$ cat src/rtl/key_pkg.sv
// Shared constants and types for the calculator key front end: key indices,
// default timing counts and the S2 press-classifier state encoding.
package key_pkg;

  localparam int NUM_KEYS  = 3;
  localparam int KEY_LEFT  = 0;
  localparam int KEY_MODE  = 1;
  localparam int KEY_RIGHT = 2;

  localparam int DEF_DEBOUNCE_CNT = 20;
  localparam int DEF_LONG_CNT     = 1000;
  localparam int DEF_REPEAT_DELAY = 500;
  localparam int DEF_REPEAT_CNT   = 150;

  typedef enum logic [1:0] {
    IDLE = 2'd0,
    HELD = 2'd1,
    LONG = 2'd2
  } s2_state_t;

endpackage

$ cat src/rtl/key_conditioner_if.sv
// Pin-side and event-side signals of the key conditioner. The board/consumer
// side uses the master modport, the conditioner itself uses the slave modport.
interface key_conditioner_if;
  import key_pkg::*;

  logic [NUM_KEYS-1:0] key_raw;
  logic                btn_left;
  logic                btn_right;
  logic                s2_short;
  logic                s2_long;
  logic [NUM_KEYS-1:0] key_level;

  modport master (
    output key_raw,
    input  btn_left,
    input  btn_right,
    input  s2_short,
    input  s2_long,
    input  key_level
  );

  modport slave (
    input  key_raw,
    output btn_left,
    output btn_right,
    output s2_short,
    output s2_long,
    output key_level
  );

endinterface

$ cat src/rtl/key_debounce.sv
// Two-flop synchroniser plus debounce counter for a single push-button.
// The level only toggles after DEBOUNCE_CNT consecutive differing samples.
module key_debounce #(
  parameter int DEBOUNCE_CNT = 20
) (
  input  logic clk_db,
  input  logic rst_n,
  input  logic key_raw,
  output logic level
);

  localparam int CNT_W = $clog2(DEBOUNCE_CNT);

  logic             sync1_reg;
  logic             sync2_reg;
  logic             level_reg;
  logic [CNT_W-1:0] cnt_reg;

  always_ff @(posedge clk_db or negedge rst_n) begin
    if (!rst_n) begin
      sync1_reg <= 1'b0;
      sync2_reg <= 1'b0;
      level_reg <= 1'b0;
      cnt_reg   <= '0;
    end else begin
      sync1_reg <= key_raw;
      sync2_reg <= sync1_reg;
      // Any sample matching the current level restarts the run of differing samples.
      if (sync2_reg == level_reg) begin
        cnt_reg <= '0;
      end else if (cnt_reg == CNT_W'(DEBOUNCE_CNT - 1)) begin
        level_reg <= ~level_reg;
        cnt_reg   <= '0;
      end else begin
        cnt_reg <= cnt_reg + 1'b1;
      end
    end
  end

  assign level = level_reg;

endmodule

$ cat src/rtl/key_conditioner.sv
// Debounces S0/S2/S3, classifies S2 presses as short/long and arbitrates the
// single-cycle events. Define KEY_AUTO_REPEAT_EN for left/right auto-repeat.
module key_conditioner
  import key_pkg::*;
#(
  parameter int DEBOUNCE_CNT = DEF_DEBOUNCE_CNT,
  parameter int LONG_CNT     = DEF_LONG_CNT,
  parameter int REPEAT_DELAY = DEF_REPEAT_DELAY,
  parameter int REPEAT_CNT   = DEF_REPEAT_CNT
) (
  input logic              clk_db,
  input logic              rst_n,
  key_conditioner_if.slave kif
);

  localparam int HOLD_W = $clog2(LONG_CNT + 1);

  logic [NUM_KEYS-1:0] level;
  logic [NUM_KEYS-1:0] level_prev_reg;
  logic [NUM_KEYS-1:0] rise;

  genvar gi;
  generate
    for (gi = 0; gi < NUM_KEYS; gi++) begin : g_key
      key_debounce #(
        .DEBOUNCE_CNT(DEBOUNCE_CNT)
      ) u_debounce (
        .clk_db (clk_db),
        .rst_n  (rst_n),
        .key_raw(kif.key_raw[gi]),
        .level  (level[gi])
      );
    end
  endgenerate

  always_ff @(posedge clk_db or negedge rst_n) begin
    if (!rst_n) begin
      level_prev_reg <= '0;
    end else begin
      level_prev_reg <= level;
    end
  end

  assign rise = level & ~level_prev_reg;

  logic left_req;
  logic right_req;

`ifdef KEY_AUTO_REPEAT_EN
  localparam int REP_MAX = (REPEAT_DELAY > REPEAT_CNT) ? REPEAT_DELAY : REPEAT_CNT;
  localparam int REP_W   = $clog2(REP_MAX + 1);

  logic [1:0] rep_fire;

  // Slot 0 serves the left key, slot 1 the right key; S2 never repeats.
  generate
    for (gi = 0; gi < 2; gi++) begin : g_repeat
      localparam int KI = (gi == 0) ? KEY_LEFT : KEY_RIGHT;

      logic [REP_W-1:0] rep_cnt_reg;
      logic             rep_first_reg;
      logic [REP_W-1:0] rep_cnt_inc;
      logic [REP_W-1:0] rep_target;

      assign rep_cnt_inc  = rep_cnt_reg + 1'b1;
      assign rep_target   = rep_first_reg ? REP_W'(REPEAT_DELAY) : REP_W'(REPEAT_CNT);
      assign rep_fire[gi] = level[KI] & ~rise[KI] & (rep_cnt_inc == rep_target);

      always_ff @(posedge clk_db or negedge rst_n) begin
        if (!rst_n) begin
          rep_cnt_reg   <= '0;
          rep_first_reg <= 1'b1;
        end else if (!level[KI] || rise[KI]) begin
          rep_cnt_reg   <= '0;
          rep_first_reg <= 1'b1;
        end else if (rep_fire[gi]) begin
          rep_cnt_reg   <= '0;
          rep_first_reg <= 1'b0;
        end else begin
          rep_cnt_reg <= rep_cnt_inc;
        end
      end
    end
  endgenerate

  assign left_req  = rise[KEY_LEFT]  | rep_fire[0];
  assign right_req = rise[KEY_RIGHT] | rep_fire[1];
`else
  assign left_req  = rise[KEY_LEFT];
  assign right_req = rise[KEY_RIGHT];
`endif

  s2_state_t         state_reg;
  logic [HOLD_W-1:0] hold_cnt_reg;
  logic [HOLD_W-1:0] hold_cnt_inc;
  logic              s2_long_req;
  logic              s2_short_req;
  logic              btn_left_reg;
  logic              btn_right_reg;
  logic              s2_short_reg;
  logic              s2_long_reg;

  assign hold_cnt_inc = (hold_cnt_reg == HOLD_W'(LONG_CNT)) ? hold_cnt_reg : hold_cnt_reg + 1'b1;
  assign s2_long_req  = (state_reg == HELD) & level[KEY_MODE] & (hold_cnt_inc == HOLD_W'(LONG_CNT - 1));
  assign s2_short_req = (state_reg == HELD) & ~level[KEY_MODE];

  always_ff @(posedge clk_db or negedge rst_n) begin
    if (!rst_n) begin
      state_reg     <= IDLE;
      hold_cnt_reg  <= '0;
      btn_left_reg  <= 1'b0;
      btn_right_reg <= 1'b0;
      s2_short_reg  <= 1'b0;
      s2_long_reg   <= 1'b0;
    end else begin
      // Fixed priority; a losing request is simply dropped.
      btn_left_reg  <= left_req;
      btn_right_reg <= right_req & ~left_req;
      s2_long_reg   <= s2_long_req & ~left_req & ~right_req;
      s2_short_reg  <= s2_short_req & ~left_req & ~right_req & ~s2_long_req;

      case (state_reg)
        IDLE: begin
          if (rise[KEY_MODE]) begin
            hold_cnt_reg <= '0;
            state_reg    <= HELD;
          end
        end
        HELD: begin
          if (!level[KEY_MODE]) begin
            state_reg <= IDLE;
          end else begin
            hold_cnt_reg <= hold_cnt_inc;
            if (s2_long_req) begin
              state_reg <= LONG;
            end
          end
        end
        LONG: begin
          if (!level[KEY_MODE]) begin
            state_reg <= IDLE;
          end
        end
        default: state_reg <= IDLE;
      endcase
    end
  end

  assign kif.btn_left  = btn_left_reg;
  assign kif.btn_right = btn_right_reg;
  assign kif.s2_short  = s2_short_reg;
  assign kif.s2_long   = s2_long_reg;
  assign kif.key_level = level;

endmodule

$ cat src/flat_wrapper.sv
// flat-port wrapper written by rule: the top's interface ports become plain ports
module key_conditioner_flat import key_pkg::*;
#(
  parameter int DEBOUNCE_CNT = DEF_DEBOUNCE_CNT,
  parameter int LONG_CNT     = DEF_LONG_CNT,
  parameter int REPEAT_DELAY = DEF_REPEAT_DELAY,
  parameter int REPEAT_CNT   = DEF_REPEAT_CNT
)
  (clk_db, rst_n, kif_key_raw, kif_btn_left, kif_btn_right, kif_s2_short, kif_s2_long, kif_key_level);
  key_conditioner_if kif_i ();
  input logic clk_db;
  input logic rst_n;
  input wire logic [$bits(kif_i.key_raw)-1:0] kif_key_raw;
  output wire logic [$bits(kif_i.btn_left)-1:0] kif_btn_left;
  output wire logic [$bits(kif_i.btn_right)-1:0] kif_btn_right;
  output wire logic [$bits(kif_i.s2_short)-1:0] kif_s2_short;
  output wire logic [$bits(kif_i.s2_long)-1:0] kif_s2_long;
  output wire logic [$bits(kif_i.key_level)-1:0] kif_key_level;
  assign kif_i.key_raw = kif_key_raw;
  assign kif_btn_left = kif_i.btn_left;
  assign kif_btn_right = kif_i.btn_right;
  assign kif_s2_short = kif_i.s2_short;
  assign kif_s2_long = kif_i.s2_long;
  assign kif_key_level = kif_i.key_level;
  key_conditioner #(.DEBOUNCE_CNT(DEBOUNCE_CNT), .LONG_CNT(LONG_CNT), .REPEAT_DELAY(REPEAT_DELAY), .REPEAT_CNT(REPEAT_CNT)) u_core (.clk_db(clk_db), .rst_n(rst_n), .kif(kif_i));
endmodule
$ cat config.mk
export PLATFORM = sky130hd
export DESIGN_NAME = key_conditioner_flat
export DESIGN_NICKNAME = d
export VERILOG_FILES = /design/src/rtl/key_pkg.sv /design/src/rtl/key_conditioner_if.sv /design/src/rtl/key_debounce.sv /design/src/rtl/key_conditioner.sv /design/src/flat_wrapper.sv
export SDC_FILE = /design/constraint.sdc
export NUM_CORES = 1
export LEC_CHECK = 0
export ABC_AREA = 1
export CAP_MARGIN = 10
export CORE_MARGIN = 4
export CORE_UTILIZATION = 29
export DETAILED_ROUTE_END_ITERATION = 8
export GPL_TIMING_DRIVEN = 0
export PLACE_DENSITY = 0.45
export REMOVE_ABC_BUFFERS = 1
export SLEW_MARGIN = 20
export SYNTH_ARGS = -nofsm -noshare
export SYNTH_HDL_FRONTEND = slang
export SYNTH_SLANG_ARGS = --single-unit
$ cat constraint.sdc
create_clock -name clk_db -period 1.82 [get_ports clk_db]
set_clock_uncertainty 0.05 [all_clocks]
set_input_delay 0.273 -clock clk_db [delete_from_list [all_inputs] [get_ports clk_db]]
set_output_delay 0.273 -clock clk_db [all_outputs]
set_load 0.02 [all_outputs]
==> impl_metrics.ini, run 1 <==
[clocking]
cts_buffers = 5
cts_sinks = 43
cts_resized = 0
cts_tree = done
path_clk_slew_ns = 0.08
clock_tree.htree_level_count = 2
cts_buffer_depth = 2
root_buffer = clkbuf_8
clock_latency_ns = 0.29

[critical_path]
crit_family = buffers and inverters
worstPathRequired_ns = 1.50
cp_max_fo = 6
worst-endpoint-arrival_ns = 1.41
slowest_stage = clkdlybuf4s50_1
cp-start-kind = register
critPathKind = reg2out
critPathCaptureType = output pin
crit_path_max_incr_delay_ns = 0.65
crit_chain = clkdlybuf4s50_1
critPathBufInv = 1

[global_route]
antenna_found_initial = 0
grt_max_degree = 25
grt_pass1_wl_um = 6240
grt_usage_pct = 9.33
overflow = 0
grt_pass1_vias = 1382

[detailed_routing]
dr_total_vias = 1379
drtAntennaViolNets = 0
wl_per_cell_um = 11.5
drtPass1Iterations = 4
drt_iter0_drc = 76
viasPerCell = 4.39
routed_wl_um = 3620
drc = 0

[timing]
grt_setup_unrepaired = no
hold_viol = 0
tns_ns = 0
setup_viol = 0
fin_ws_ns = 0.0877
worst_pin_slew_ns = 0.490
fmax_mhz = 577
fin_crit_ns = 1.73
slew_viol_final = 0
holdWs_ns = 0.304
max_slew_margin_pct = 67.4
fin_crit_sh_pct = 95.2

[yosys]
synth_area_leaders = dfrtp_1 (54%), nand2_1 (7.5%), nor2_1 (5.6%)
synth_seq_cells = 43
seq_area_frac_synth_pct = 53.6
netlist_area_sq_um = 2010
synth_top_area_cell = dfrtp_1
syn_inst = 214
avgSynthCellArea_sq_um = 9.38
synth_cell_types = 27
muxShareOfSynthArea_pct = 0.561
synth-adder-area-share_pct = 3.74
synth_xor_area_share_pct = 7.73
synth_top_cell_area_share_pct = 53.6
synth_compound_area_share_pct = 3.12
synthSimpleGateAreaFrac_pct = 25.7
synth_top_family_by_area = simple AND/OR/NAND/NOR gates
yosysWarnings = 0

[layout]
fin_cells = 314
syn_to_final_growth_pct = 15.8
final_core_util_pct = 34.4
final_common_cell = dfrtp_1
diodes = 0
largest_reg_flops = 15
stdcell_area_sq_um = 2330
drive_gt1_share_pct = 13.7
nNetsFinal = 245
final_cell_mix = dfrtp_1 (43), nand2_1 (40), nor2_1 (30), nand3_1 (20), inv_1 (19)
n_fill_cell = 702

[job]
maxCapViolCount = 0

[place]
place_hpwl_um = 2660
routabilityCongestion = 0.744
dp.cells = 303
place_area_sq_um = 2210
dp_slack_ns = 0.143
io_buffer_count = 11

[floorplan]
die_area_sq_um = 8320
std_cell_rows = 30
coreArea_sq_um = 6760
die_x_um = 91.2
initial_core_util_pct = 29.7
die_h_um = 91.2
ioPinCount = 12

[power]
p_per_area_nw_per_um2 = 710
power_leakage_nw = 1.09
power_mw = 1.65
irDropWorstVdd_mv = 0.398

[outcome]
status = finished clean

[worst_hold_path]
hp-class = reg2reg
logic make-up after synthesis:
| logic type | after synthesis |
|---|---|
| multiplexers | 1 |
| XOR/XNOR | 16 |
| AND/OR/NAND/NOR | 109 |
| adder cells (fa/ha/maj) | 6 |
| AO/OA/AOI/OAI | 12 |
| flip-flops | 43 |
| buffers and inverters | 27 |
final cells by class:
class                   count  area (sq um)  area share (%)
repair buffers             16           158            6.78
multi-input cells         144           820            35.2
clock buffers               5          68.8            2.96
flip-flops and latches     43          1080            46.3
inverters                  24          90.1            3.87
well taps                  80           100            4.30
clock inverters             2          13.8           0.592
repair_timing:
item	CTS	global route
hold endpoints to repair	19	0
setup buffers	0	3
endpoints found under the setup margin	0	1
hold buffers	1	0
final timing paths:
path / depth (start not counted) / slack [ns] / start / endpoint
hold / removal: 0 / 0.30 / u_core.g_key[0].u_debounce.sync1_reg / u_core.g_key[0].u_debounce.sync2_reg
hold reg to reg: 0 / 0.30 / u_core.g_key[0].u_debounce.sync1_reg / u_core.g_key[0].u_debounce.sync2_reg
max in group asynchronous: 3 / 0.81 / rst_n / u_core.level_prev_reg[1]
min in group asynchronous: 2 / 0.42 / rst_n / u_core.hold_cnt_reg[8]
setup reg to reg: 9 / 0.17 / u_core.hold_cnt_reg[0] / u_core.state_reg[0]
setup / recovery: 1 / 0.09 / u_core.g_key[1].u_debounce.level / kif_key_level[1]
synth_stat cells:
| master | instances |
|---|---|
| nor2_8 | 1 |
| xnor2_1 | 5 |
| nor2_2 | 4 |
| xor2_2 | 2 |
| nand2_2 | 3 |
| nand3_2 | 4 |
| inv_2 | 4 |
| inv_1 | 19 |
| a21oi_1 | 3 |
| xor2_1 | 9 |
| nor3_1 | 2 |
| o22ai_1 | 2 |
| dfrtp_1 | 43 |
| nand3b_1 | 1 |
| nand2_1 | 40 |
| clkinv_1 | 1 |
| and3_1 | 1 |
| o21ai_1 | 6 |
| ha_1 | 6 |
| and2_1 | 1 |
| o21ai_0 | 1 |
| nor2_1 | 30 |
| buf_4 | 3 |
| mux2_2 | 1 |
| nand3_1 | 20 |
| nor2_4 | 1 |
| nor3b_1 | 1 |
per-layer routing:
metal / vias up / share of wire, % / global-route usage, %
met5: - / 0 / 0
met1: 647 / 49 / 12.2
met2: 17 / 46 / 14.7
met4: 0 / 1.4 / 3.39
met3: 6 / 4.1 / 2.57
li1: 709 / - / -
power by group:
group | total [mW] | switching (mW) | internal [mW]
sequential | 0.993 | 0.0160 | 0.977
clock | 0.588 | 0.326 | 0.263
combinational | 0.0699 | 0.0393 | 0.0307
total | 1.65 | 0.381 | 1.27
Note: power is estimated with default switching activity, not from simulation.
==> run 2, diff against run 1 <==
Settings changed: CORE_UTILIZATION 29 to 58, PLACE_DENSITY 0.45 to 0.78.
==> impl_metrics.ini, run 2 (synthesis results as in run 1) <==
[critical_path]
r2r-start = u_core.hold_cnt_reg[1]
crit_family = buffers and inverters
crit_chain = clkdlybuf4s50_1
worst-endpoint-arrival_ns = 1.42
critPathBufInv = 1
worst-path-stages = 1
critPathCaptureType = output pin
r2r_slack_ns = 0.16
crit_path_max_incr_delay_ns = 0.64
r2r-end = u_core.kif.s2_long
worstPathRequired_ns = 1.50
cp_max_fo = 4
r2r_cells = 8
critPathKind = reg2out
cp-start-kind = register
slowest_stage = clkdlybuf4s50_1

[clocking]
cts_sinks = 43
path_clk_slew_ns = 0.13
clock_latency_ns = 0.35
cts_tree = done
post-cts-setup-buffers = 0
cts_buffers = 5
clock_tree.htree_level_count = 2
cts_buffer_depth = 2
root_buffer = clkbuf_4

[global_route]
antenna_found_initial = 0
grt_pass1_vias = 1378
grt_pass1_wl_um = 5690
grt_usage_pct = 17.1
overflow = 0
grt_max_degree = 35

[worst_hold_path]
hp-class = in2async

[timing]
hold_viol = 0
max_slew_margin_pct = 74.6
worst_pin_slew_ns = 0.378
fin_crit_sh_pct = 95.9
setup_viol = 0
slew_viol_final = 0
fin_ws_ns = 0.0743
fin_crit_ns = 1.75
grt_setup_unrepaired = no
fmax_mhz = 573

[floorplan]
coreArea_sq_um = 3340
die_x_um = 66.8
die_area_sq_um = 4470
std_cell_rows = 21
initial_core_util_pct = 60.2
ioPinCount = 12
die_h_um = 66.8

[outcome]
status = finished clean

[detailed_routing]
met2_length_um = 1470
dr_wl_met3_um = 120
drtAntennaViolNets = 0
wl_per_cell_um = 11.4
viasPerCell = 4.88
wl_met1_um = 1530
drc = 0
drt_iter0_drc = 49
drtPass1Iterations = 4
top_layer = met4
dr_total_vias = 1356
routed_wl_um = 3180

[layout]
final_cell_mix = dfrtp_1 (43), nand2_1 (40), nor2_1 (30), nand3_1 (20), inv_1 (19)
syn_to_final_growth_pct = 12.8
diodes = 0
nNetsFinal = 242
final_common_cell = dfrtp_1
drive_gt1_share_pct = 12.9
largest_reg_flops = 15
final_core_util_pct = 67.9

[job]
maxCapViolCount = 0

[place]
place_hpwl_um = 2340
routabilityCongestion = 0.879
io_buffer_count = 11
dp_slack_ns = 0.214

[power]
p_per_area_nw_per_um2 = 746
irDropWorstVdd_mv = 0.532
power_leakage_nw = 1.10
## run 2: cell types whose count changed in the layout (fill, tap and decap cells not counted)
| cell | previous run | this run |
|---|---|---|
| buf_4 | 3 | 0 |
| bufinv_16 | 0 | 1 |
| clkbuf_4 | 0 | 5 |
| clkbuf_8 | 5 | 1 |
| clkdlybuf4s50_1 | 10 | 8 |
| clkinv_4 | 1 | 0 |
| dlygate4sd2_1 | 0 | 1 |
| dlymetal6s2s_1 | 0 | 1 |
## run 2: per-layer routing
layer	up-vias	global-route usage, %
li1	704	-
met1	624	20.8
met2	21	27.8
met3	7	5.23
met4	0	7.11
met5	-	0
## run 2: how the worst max path moves through the flow
stage / to / slack (ns) / start
6_report: kif_key_level[0] / 0.07 / u_core.g_key[0].u_debounce.level
5_1_grt: kif_key_level[0] / 0.005 / u_core.g_key[0].u_debounce.level
4_1_cts: kif_key_level[0] / 0.04 / u_core.g_key[0].u_debounce.level
3_5_place_dp: u_core.kif.s2_long / 0.21 / u_core.hold_cnt_reg[1]
3_3_place_gp: u_core.g_key[2].u_debounce.cnt_reg[2] / -0.66 / rst_n
2_1_floorplan: u_core.state_reg[0] / 0.37 / u_core.hold_cnt_reg[1]
## run 2: layout make-up
class / instances / area, sq um
clock buffers: 6 / 51.3
clock inverters: 2 / 35.0
multi-input cells: 144 / 820
inverters: 24 / 90.1
fillers: 262 / 1070
well taps: 46 / 57.6
repair buffers: 13 / 136
flip-flops and latches: 43 / 1080
## run 2: power by group
part           switching [mW]  total, mW  internal [mW]
Combinational          0.0395     0.0704         0.0309
Sequential             0.0154      0.993          0.978
Clock                   0.303      0.628          0.325
Total                   0.358       1.69           1.33
## run 2: per-stage QoR
| step | power (mW) | hold WS (ns) | area [sq um] | cells | setup TNS, ns |
|---|---|---|---|---|---|
| finish | 1.69 | 0.252 | 2270 | 278 | 0 |
| global route | 1.77 | 0.253 | 2270 | 278 | 0 |
| CTS | 1.72 | 0.250 | 2260 | 278 | 0 |
| detailed placement | 1.08 | 0.110 | 2170 | 269 | 0 |
| global placement | 1.08 | 0.285 | 2150 | 268 | -28.08 |
| floorplan | 1.04 | -0.0726 | 1990 | 211 | 0 |
## run 2: repair_timing
action	4_1_cts	5_1_grt
hold endpoints to repair	9	0
gates cloned	0	0
resized for setup	1	1
setup endpoints to repair	1	1
hold buffers	1	0
